`config.mk`:
```
export PLATFORM = sky130hd
export DESIGN_NAME = oflow_score_feeder_flat
export DESIGN_NICKNAME = d
export VERILOG_FILES = /design/src/rtl/oflow_score_feeder_if.sv /design/src/rtl/oflow_score_feeder.sv /design/src/flat_wrapper.sv
export SDC_FILE = /design/constraint.sdc
export NUM_CORES = 1
export LEC_CHECK = 0
export BUFFER_PORTS_ARGS = -buffer_cell sky130_fd_sc_hd__buf_2
export CAP_MARGIN = 20
export CORE_MARGIN = 5
export CORE_UTILIZATION = 31
export CTS_BUF_LIST = sky130_fd_sc_hd__clkbuf_4
export DETAILED_ROUTE_END_ITERATION = 10
export GPL_TIMING_DRIVEN = 0
export PLACE_DENSITY_LB_ADDON = 0.05
export SYNTH_ARGS = -nofsm -noshare
export SYNTH_HDL_FRONTEND = slang
export SYNTH_SLANG_ARGS = --single-unit
```
`constraint.sdc`:
```
create_clock -name clk -period 3.87 [get_ports clk]
set_input_delay 0.5805 -clock clk [delete_from_list [all_inputs] [get_ports clk]]
set_output_delay 0.5805 -clock clk [all_outputs]
set_load 0.05 [all_outputs]
```
`src/rtl/oflow_score_feeder_if.sv`:
```
// rtl/oflow_score_feeder_if.sv - feature stream, score-calc bus and result stream bundle
interface oflow_score_feeder_if #(
  parameter int DATA_W = 112,
  parameter int ADDR_W = 8
);
  logic              in_valid;
  logic [DATA_W-1:0] in_data;
  logic              in_last;
  logic              in_ready;
  logic [DATA_W-1:0] sc_data_in;
  logic              sc_wr;
  logic [ADDR_W-1:0] sc_addr;
  logic              sc_en;
  logic [DATA_W-1:0] sc_data_out;
  logic              res_valid;
  logic [DATA_W-1:0] res_data;
  logic              res_last;
  logic              res_ready;
  logic              busy;
  logic              err;

  modport master (
    input  in_valid, in_data, in_last, sc_data_out, res_ready,
    output in_ready, sc_data_in, sc_wr, sc_addr, sc_en,
    output res_valid, res_data, res_last, busy, err
  );

  modport slave (
    output in_valid, in_data, in_last, sc_data_out, res_ready,
    input  in_ready, sc_data_in, sc_wr, sc_addr, sc_en,
    input  res_valid, res_data, res_last, busy, err
  );
endinterface

```
`src/rtl/oflow_score_feeder.sv`:
```
// rtl/oflow_score_feeder.sv - loads a feature frame into score-calc, runs it, streams results back
// Optional overflow guard: OFLOW_FEEDER_OVF_CHECK_EN
module oflow_score_feeder #(
  parameter int              DATA_W      = 112,
  parameter int              ADDR_W      = 8,
  parameter int              MAX_WORDS   = 16,
  parameter int              CALC_CYCLES = 4,
  parameter logic [ADDR_W-1:0] RES_ADDR  = 8'hF0,
  parameter int              RES_WORDS   = 2
) (
  input  logic                  clk,
  input  logic                  reset_N,
  oflow_score_feeder_if.master  bus
);
  localparam int WPTR_W = $clog2(MAX_WORDS) + 1;
  localparam int CNT_W  = $clog2(CALC_CYCLES + 1) + 1;
  localparam int RPTR_W = $clog2(RES_WORDS) + 1;

  typedef enum logic [1:0] {LOAD, CALC, READ} state_t;
  state_t state, state_nx;

  logic [WPTR_W-1:0] wptr;
  logic [CNT_W-1:0]  calc_cnt;
  logic [RPTR_W-1:0] rptr;
  logic [1:0]        rd_stage;
  logic              accept, res_done, calc_done;
  logic [ADDR_W-1:0] res_addr_nx;

  assign bus.in_ready = (state == LOAD);
  assign bus.busy     = (state != LOAD);
  assign accept       = bus.in_valid && (state == LOAD);
  assign res_done     = bus.res_valid && bus.res_ready;
  assign calc_done    = (calc_cnt == CNT_W'(CALC_CYCLES));
  assign res_addr_nx  = RES_ADDR + ADDR_W'(rptr) + 1'b1;

  always_ff @(posedge clk) begin
    if (!reset_N) state <= LOAD;
    else          state <= state_nx;
  end

  always_comb begin
    state_nx = state;
    case (state)
      LOAD:    if (accept && bus.in_last) state_nx = CALC;
      CALC:    if (calc_done) state_nx = READ;
      READ:    if (res_done && bus.res_last) state_nx = LOAD;
      default: state_nx = LOAD;
    endcase
  end

  always_ff @(posedge clk) begin
    if (!reset_N) begin
      wptr           <= '0;
      calc_cnt       <= '0;
      rptr           <= '0;
      rd_stage       <= 2'd0;
      bus.sc_data_in <= '0;
      bus.sc_wr      <= 1'b0;
      bus.sc_addr    <= '0;
      bus.sc_en      <= 1'b0;
      bus.res_valid  <= 1'b0;
      bus.res_data   <= '0;
      bus.res_last   <= 1'b0;
    end else begin
      bus.sc_wr <= 1'b0;
      bus.sc_en <= 1'b0;
      case (state)
        LOAD: begin
          calc_cnt <= '0;
          rptr     <= '0;
          rd_stage <= 2'd0;
          if (accept) begin
`ifdef OFLOW_FEEDER_OVF_CHECK_EN
            // Words past the last address are swallowed so the frame can still close.
            if (wptr != WPTR_W'(MAX_WORDS)) begin
              bus.sc_wr      <= 1'b1;
              bus.sc_addr    <= ADDR_W'(wptr);
              bus.sc_data_in <= DATA_W'(bus.in_data);
              wptr           <= wptr + 1'b1;
            end
`else
            bus.sc_wr      <= 1'b1;
            bus.sc_addr    <= ADDR_W'(wptr);
            bus.sc_data_in <= DATA_W'(bus.in_data);
            wptr           <= (wptr == WPTR_W'(MAX_WORDS - 1)) ? '0 : wptr + 1'b1;
`endif
          end
        end
        CALC: begin
          // First CALC cycle carries the final write; the enable window follows it.
          calc_cnt  <= calc_cnt + 1'b1;
          bus.sc_en <= (calc_cnt < CNT_W'(CALC_CYCLES));
          if (calc_done) begin
            bus.sc_addr <= RES_ADDR;
            rd_stage    <= 2'd1;
          end
        end
        READ: begin
          // stage 1: address on the bus, stage 2: score-calc data valid, 0: holding result
          case (rd_stage)
            2'd1: rd_stage <= 2'd2;
            2'd2: begin
              bus.res_data  <= DATA_W'(bus.sc_data_out);
              bus.res_valid <= 1'b1;
              bus.res_last  <= (rptr == RPTR_W'(RES_WORDS - 1));
              rd_stage      <= 2'd0;
            end
            default: begin
              if (res_done) begin
                bus.res_valid <= 1'b0;
                bus.res_last  <= 1'b0;
                if (bus.res_last) begin
                  wptr <= '0;
                end else begin
                  rptr        <= rptr + 1'b1;
                  bus.sc_addr <= res_addr_nx;
                  rd_stage    <= 2'd1;
                end
              end
            end
          endcase
        end
        default: ;
      endcase
    end
  end

`ifdef OFLOW_FEEDER_OVF_CHECK_EN
  always_ff @(posedge clk) begin
    if (!reset_N)                                           bus.err <= 1'b0;
    else if (accept && (wptr == WPTR_W'(MAX_WORDS)))        bus.err <= 1'b1;
  end
`else
  assign bus.err = 1'b0;
`endif
endmodule

```
`src/flat_wrapper.sv`:
```
// flat-port wrapper written by rule: the top's interface ports become plain ports
module oflow_score_feeder_flat 
#(
  parameter int              DATA_W      = 112,
  parameter int              ADDR_W      = 8,
  parameter int              MAX_WORDS   = 16,
  parameter int              CALC_CYCLES = 4,
  parameter logic [ADDR_W-1:0] RES_ADDR  = 8'hF0,
  parameter int              RES_WORDS   = 2
)
  (clk, reset_N, bus_in_valid, bus_in_data, bus_in_last, bus_sc_data_out, bus_res_ready, bus_in_ready, bus_sc_data_in, bus_sc_wr, bus_sc_addr, bus_sc_en, bus_res_valid, bus_res_data, bus_res_last, bus_busy, bus_err);
  oflow_score_feeder_if #(.DATA_W(DATA_W), .ADDR_W(ADDR_W)) bus_i ();
  input  logic clk;
  input  logic reset_N;
  input wire logic [$bits(bus_i.in_valid)-1:0] bus_in_valid;
  input wire logic [$bits(bus_i.in_data)-1:0] bus_in_data;
  input wire logic [$bits(bus_i.in_last)-1:0] bus_in_last;
  input wire logic [$bits(bus_i.sc_data_out)-1:0] bus_sc_data_out;
  input wire logic [$bits(bus_i.res_ready)-1:0] bus_res_ready;
  output wire logic [$bits(bus_i.in_ready)-1:0] bus_in_ready;
  output wire logic [$bits(bus_i.sc_data_in)-1:0] bus_sc_data_in;
  output wire logic [$bits(bus_i.sc_wr)-1:0] bus_sc_wr;
  output wire logic [$bits(bus_i.sc_addr)-1:0] bus_sc_addr;
  output wire logic [$bits(bus_i.sc_en)-1:0] bus_sc_en;
  output wire logic [$bits(bus_i.res_valid)-1:0] bus_res_valid;
  output wire logic [$bits(bus_i.res_data)-1:0] bus_res_data;
  output wire logic [$bits(bus_i.res_last)-1:0] bus_res_last;
  output wire logic [$bits(bus_i.busy)-1:0] bus_busy;
  output wire logic [$bits(bus_i.err)-1:0] bus_err;
  assign bus_i.in_valid = bus_in_valid;
  assign bus_i.in_data = bus_in_data;
  assign bus_i.in_last = bus_in_last;
  assign bus_i.sc_data_out = bus_sc_data_out;
  assign bus_i.res_ready = bus_res_ready;
  assign bus_in_ready = bus_i.in_ready;
  assign bus_sc_data_in = bus_i.sc_data_in;
  assign bus_sc_wr = bus_i.sc_wr;
  assign bus_sc_addr = bus_i.sc_addr;
  assign bus_sc_en = bus_i.sc_en;
  assign bus_res_valid = bus_i.res_valid;
  assign bus_res_data = bus_i.res_data;
  assign bus_res_last = bus_i.res_last;
  assign bus_busy = bus_i.busy;
  assign bus_err = bus_i.err;
  oflow_score_feeder #(.DATA_W(DATA_W), .ADDR_W(ADDR_W), .MAX_WORDS(MAX_WORDS), .CALC_CYCLES(CALC_CYCLES), .RES_ADDR(RES_ADDR), .RES_WORDS(RES_WORDS)) u_core (.clk(clk), .reset_N(reset_N), .bus(bus_i));
endmodule
```
==> results of run 1 <==
final timing paths:
check	startpoint	end	slack, ps
hold / removal	bus_sc_data_out[53]	u_core.bus.res_data[53]	160
hold reg to reg	u_core.bus.res_data[0]	u_core.bus.res_data[0]	450
setup reg to reg	u_core.state[1]	u_core.bus.sc_data_in[104]	1840
setup / recovery	u_core.state[1]	bus_busy	1410
sequential cells by signal, indices dropped and copies added (netlist names):
register	cells
u_core.bus.res_valid	1
u_core.calc_cnt	4
u_core.rptr	2
u_core.bus.sc_wr	1
u_core.rd_stage	2
u_core.bus.res_last	1
u_core.wptr	5
u_core.bus.sc_en	1
u_core.bus.res_data	112
u_core.bus.sc_data_in	112
u_core.state	2
u_core.bus.sc_addr	6
logic make-up (layout without fill, tap and decap cells):
family | count (synthesis) | after routing
simple gates | 507 | 507
compound gates | 261 | 261
flops | 249 | 249
buf+inv | 97 | 670
fa+ha+maj | 13 | 13
mux | 6 | 6
xor+xnor | 2 | 2
other cells | 1 | 3
worst max-delay path, cell delays in order (launching register included):
cell     delay, ps
dfxtp_1        370
inv_1          100
ha_1           200
buf_2          170
inv_1          130
buf_2          300
per-stage QoR:
| stage | cells | cell area [sq um] | worst slack (ps) | util, % | hold slack, ps |
|---|---|---|---|---|---|
| after floorplan | 1136 | 9010 | 1830 | - | 435 |
| after global placement | 1986 | 11800 | 1600 | 41.2 | 439 |
| after detailed placement | 1986 | 11800 | 1540 | 41.2 | 443 |
| after CTS | 2093 | 12600 | 1300 | 44.0 | 87.1 |
| after global routing | 2094 | 12600 | 1220 | 44.0 | 83.9 |
| final | 2095 | 12600 | 1410 | 44.0 | 160 |
cell type report:
cell class              instances  area (sq um)  area share (%)
plain buffers                  85           389            3.08
clock inverters                 9          73.8           0.584
flip-flops and latches        249          4980            39.4
diodes                          2          5.00          0.0396
repair buffers                466          2330            18.5
inverters                      12          45.0           0.356
well taps                     384           480            3.80
multi-input cells             790          3590            28.4
clock buffers                  98           736            5.82
routing by layer:
| layer | share of wire (%) | vias to the layer above | GRT usage (%) |
|---|---|---|---|
| met2 | 48 | 360 | 33.5 |
| met4 | 2.4 | 4 | 6.50 |
| met5 | 0.080 | - | 0 |
| met1 | 39 | 4257 | 22.1 |
| met3 | 9.9 | 61 | 8.78 |
| li1 | - | 4796 | - |
power groups by stage:
stage | Clock (W) | Combinational (W) | Sequential [W]
3_3_place_gp | 0 | 0.00147 | 0.00285
4_1_cts | 0.00239 | 0.00148 | 0.00280
3_5_place_dp | 0 | 0.00148 | 0.00285
6_report | 0.00228 | 0.00145 | 0.00280
5_1_grt | 0.00254 | 0.00158 | 0.00282
2_1_floorplan | 0 | 0.000513 | 0.00335
cell usage after synthesis (all sizes together) (2+ instances only):
cell	number	area [sq um]
nor3	3	15.0
a211oi	2	15.0
nand3	7	35.0
xnor2	2	17.5
nor2	12	45.0
buf	41	219
dfxtp	249	4980
nor2b	5	31.3
nand2	466	1750
ha	13	163
a22oi	3	22.5
o21ai	9	52.6
and2	2	12.5
nand2b	4	25.0
mux2i	5	50.1
a21oi	236	1190
inv	12	45.0
a31oi	2	12.5
clkbuf	44	170
nand4	2	12.5
==> qor.csv, run 1 <==
metric,value,unit
fin_tns_setup,0,ps
cellPowerDensity,517,nW/um^2
critical_path_class,reg -> out,
die_area,32600,sq um
gp_congestion,0.807,
grt_pass1_vias,9268,
synth_compound_area_share,15.2,%
port_buffers,466,
syn_to_final_growth,40.3,%
syn_area,9010,sq um
synth_cells,1136,
drcViolationCount,0,
hold_class,in -> reg,
power_frac_seq,42.9,%
rsz0062_at_grt,no,
p_int,0.00432,W
layout_commonest_cell,buf_2,
hold_depth,3,
dp_hpwl,25.9,mm
cts_tree,yes,
fin_total_pwr,0.00653,W
setup_violations,0,
slew_viol_final,0,
async_flop_share,0,%
drive_gt1_share,36.0,%
cp.arrival,1880,ps
final_antenna_net_count,0,
routed_wl,33.8,mm
yosys.area_share.simple,21.9,%
post_cts_resize_count,0,
crit_path_start_kind,flop,
switching_share,33.9,%
layout_common_cells,"497 x buf_2, 466 x nand2_1, 249 x dfxtp_1",
ios,468,
ys.flop_type,dfxtp_1,
ir_drop,0.000303,V
fin_skew,49.0,ps
track_usage,19.7,%
seq_area_frac_synth,55.3,%
clock_sinks,249,
clockBufferDepth,3,
clkSlewWorstSetupHoldPaths,70,ps
cts_setup_buffers,0,
fillers,3158,
syn_nets,1378,
fp.dieW,180,um
coreArea,28700,sq um
cts_buffers,71,
synth_xor_xnor_area_share,0.194,%
cp-end-kind,output pin,
syn_avg_cell_area,7.93,sq um
grt_pass1_wl,51.6,mm
overflow,0,
drt-wirelength-per-cell,16.1,um
postCtsHoldBufs,0,
synth_cell_types,44,
p_clk_share,34.9,%
p_leak,5.89,nW
drv_cap,0,
synth_top_family_by_area,simple AND/OR/NAND/NOR gates,
final_nets,1917,
vias,9478,
initial_core_util,31.4,%
dr.first_iter.drc_count,262,
antenna_found_initial,4,
outcome,"complete, no violations",
timing.fmax,406,MHz
viasPerCell,4.52,
finalCriticalPeriod,2460,ps
drt_first_pass_iters,5,
worst_slew_pin_slew,778,ps
slew_headroom,48.1,%
r2r_cells,8,
dieHeight,180,um
synth-adder-area-share,1.81,%
worstPathRequired,3290,ps
insertion_delay,660,ps
combPwrFrac,22.2,%
yosys_warnings,0,
ys_seq_elements,249,
cts-root-buf,clkbuf_4,
grt_max_degree,11,
p_sw,0.00221,W
rows,62,
critPathMaxFanout,8,
synth_edf_count,0,
min_period_over_period,63.6,%
htreeDepth,3,
hold_violations,0,
synthMuxAreaShare,0.680,%
Note: power is estimated with default switching activity, not from simulation.
==> run 2: changes to the inputs <==
--- a/config.mk
+++ b/config.mk
@@ -5,8 +5,10 @@
 export SDC_FILE = /design/constraint.sdc
 export NUM_CORES = 1
 export LEC_CHECK = 0
+export ABC_AREA = 1
 export BUFFER_PORTS_ARGS = -buffer_cell sky130_fd_sc_hd__buf_2
 export CAP_MARGIN = 20
+export CORE_ASPECT_RATIO = 2
 export CORE_MARGIN = 5
 export CORE_UTILIZATION = 31
 export CTS_BUF_LIST = sky130_fd_sc_hd__clkbuf_4
==> constraint.sdc (replaced) <==
create_clock -name clk -period 2.05 [get_ports clk]
set_input_delay 0.3075 -clock clk [delete_from_list [all_inputs] [get_ports clk]]
set_output_delay 0.3075 -clock clk [all_outputs]
set_load 0.05 [all_outputs]
==> qor.csv, run 2 <==
metric,value,unit
outcome,"complete, no violations",
synth_edf_count,0,
ys_seq_elements,249,
fin_total_pwr,0.0174,W
drt-wirelength-per-cell,16.6,um
drv_cap,0,
insertion_delay,730,ps
place_area,11900,sq um
overflow,0,
clkSlewWorstSetupHoldPaths,70,ps
routed_wl,38.7,mm
slowest_delay,340,ps
fp.dieW,131,um
worst_slew_pin_slew,539,ps
largestRegisters,"u_core.bus.res_data x112, u_core.bus.sc_data_in x112, u_core.bus.sc_addr x6",
cts_tree,yes,
hold_violations,0,
synth_area_leaders,"dfxtp_1 55%, nor2_1 20%, o21ai_0 13%",
crit_path_start_kind,flop,
worstPathRequired,1740,ps
hold_class,in -> reg,
grt_pass1_vias,10576,
cp.arrival,1590,ps
post-route-util,51.4,%
syn_area,9070,sq um
synth_most_common_cell,nor2_1,
ir_drop,0.000751,V
cts-root-buf,clkbuf_4,
yosys_warnings,0,
cts_setup_buffers,0,
rsz0062_at_grt,no,
dieHeight,252,um
initial_core_util,31.4,%
critPathMaxFanout,7,
regArea,4990,sq um
reg2reg_slack,200,ps
cts_buffers,60,
ys.flop_type,dfxtp_1,
synth_cell_types,28,
cp_top_family,flip-flops,
layout_setup_ws,149,ps
dr.first_iter.drc_count,406,
antenna_found_initial,4,
syn_avg_cell_area,7.64,sq um
slew_viol_final,0,
drt_first_pass_iters,4,
dp_hpwl,29.5,mm
final_nets,2182,
synth_top_area_share,54.9,%
syn_to_final_growth,63.4,%
drcViolationCount,0,
timing.fmax,526,MHz
synth_top_area_cell,dfxtp_1,
cp_common_cell,inv_2,
multi_input_area,3610,sq um
fillers,2951,
fin_skew,23.6,ps
grt_max_degree,16,
crit_slowest_cell,dfxtp_2,
p_leak,7.20,nW
synth_cells,1187,
cp_cell_sequence,"inv_2, ha_4, inv_2, buf_6",
layout_commonest_cell,buf_2,
vias,10412,
htreeDepth,2,
drive_gt1_share,30.7,%
timing.critical_path.buf_inv,3,
gp_congestion,0.843,
ios,468,
clock_sinks,249,
clockBufferDepth,3,
port_buffers,465,
min_period_over_period,92.7,%
finalCriticalPeriod,1900,ps
coreArea,28800,sq um
cellPowerDensity,1180,nW/um^2
layout_common_cells,"486 x buf_2, 483 x nor2_1, 247 x dfxtp_1",
critical_path_class,reg -> out,
die_area,33000,sq um
seq_area_frac_synth,54.9,%
track_usage,22.6,%
async_flop_share,0,%
viasPerCell,4.46,
pre_cts_slack,-4.77,ps
final_antenna_net_count,0,
yosys-top-cells-count,"483 x nor2_1, 249 x dfxtp_1, 232 x o21ai_0",
grt_pass1_wl,58.2,mm
setup_violations,0,
cp-end-kind,output pin,
rows,88,
syn_nets,1429,
finalInstanceArea,14800,sq um
slew_headroom,64.1,%
==> run 2: cell count changes in the layout (fill, tap and decap cells not counted), moves of 7 or more <==
cell	previous run	this run
a21oi_1	234	10
buf_2	497	486
clkbuf_4	99	86
dlygate4sd3_1	0	226
inv_1	12	26
inv_2	0	8
nand2_1	466	53
nand3_1	7	14
nor2_1	12	483
o21ai_0	7	232
==> run 2: path summary, 6_finish.rpt <==
check                   from                       to  cells after the start
min             bus_in_valid           u_core.wptr[2]                      7
max          u_core.state[0]                 bus_busy                      4
min reg2reg   u_core.wptr[4]           u_core.wptr[4]                      2
max reg2reg  u_core.state[0]  u_core.bus.res_data[79]                      7
==> run 2: tightest hold or removal path, stage by stage <==
cell and delay, ps:
buf_2 110, inv_1 50, nand2_1 50, nand2_2 90, a21oi_1 50, nand3_1 60, a21oi_1 60
==> run 2: through the flow <==
stage | cells | hold WS, ps | TNS [ps]
after CTS | 2333 | 27.2 | 0
after global routing | 2337 | 89.2 | 0
final | 2337 | 106 | 0
after global placement | 2012 | 442 | -7.97
after floorplan | 1187 | 421 | 0
after detailed placement | 2012 | 449 | -13.7
==> run 2: layer usage <==
metal	wire length, um	part of all wire, %	track usage, %
met1	13500	35	22.6
met2	20800	54	42.6
met3	2750	7.1	5.28
met4	1680	4.3	10.7
met5	0	0	0
==> run 2: cells by family after synthesis <==
family                   share of synthesized area, %
flip-flops                                       54.9
other                                          0.0413
AO/OA/AOI/OAI                                    13.9
XOR/XNOR                                        0.193
buffers and inverters                            5.43
AND/OR/NAND/NOR                                  23.7
adder cells (fa/ha/maj)                          1.79
==> run 2: area by class of cell <==
cell class,instances,share of cell area [%]
Timing Repair Buffer,691,31.0
Clock inverter,9,0.228
Multi-Input combinational cell,825,24.3
Buffer,81,2.53
Inverter,32,0.810
Sequential cell,249,33.6
Tap cell,360,3.04
Clock buffer,86,4.35
Antenna cell,4,0.0675
==> run 2: report_power, final <==
group          switching [W]  total [W]  internal (W)
combinational        0.00542    0.00737       0.00196
sequential          0.000459    0.00619       0.00573
clock                0.00198    0.00387       0.00189
==> run 2: repair_timing <==
item,4_1_cts,5_1_grt
hold endpoints to repair,226,0
hold buffers,226,0
endpoints found under the setup margin,45,1
resized for setup,9,1
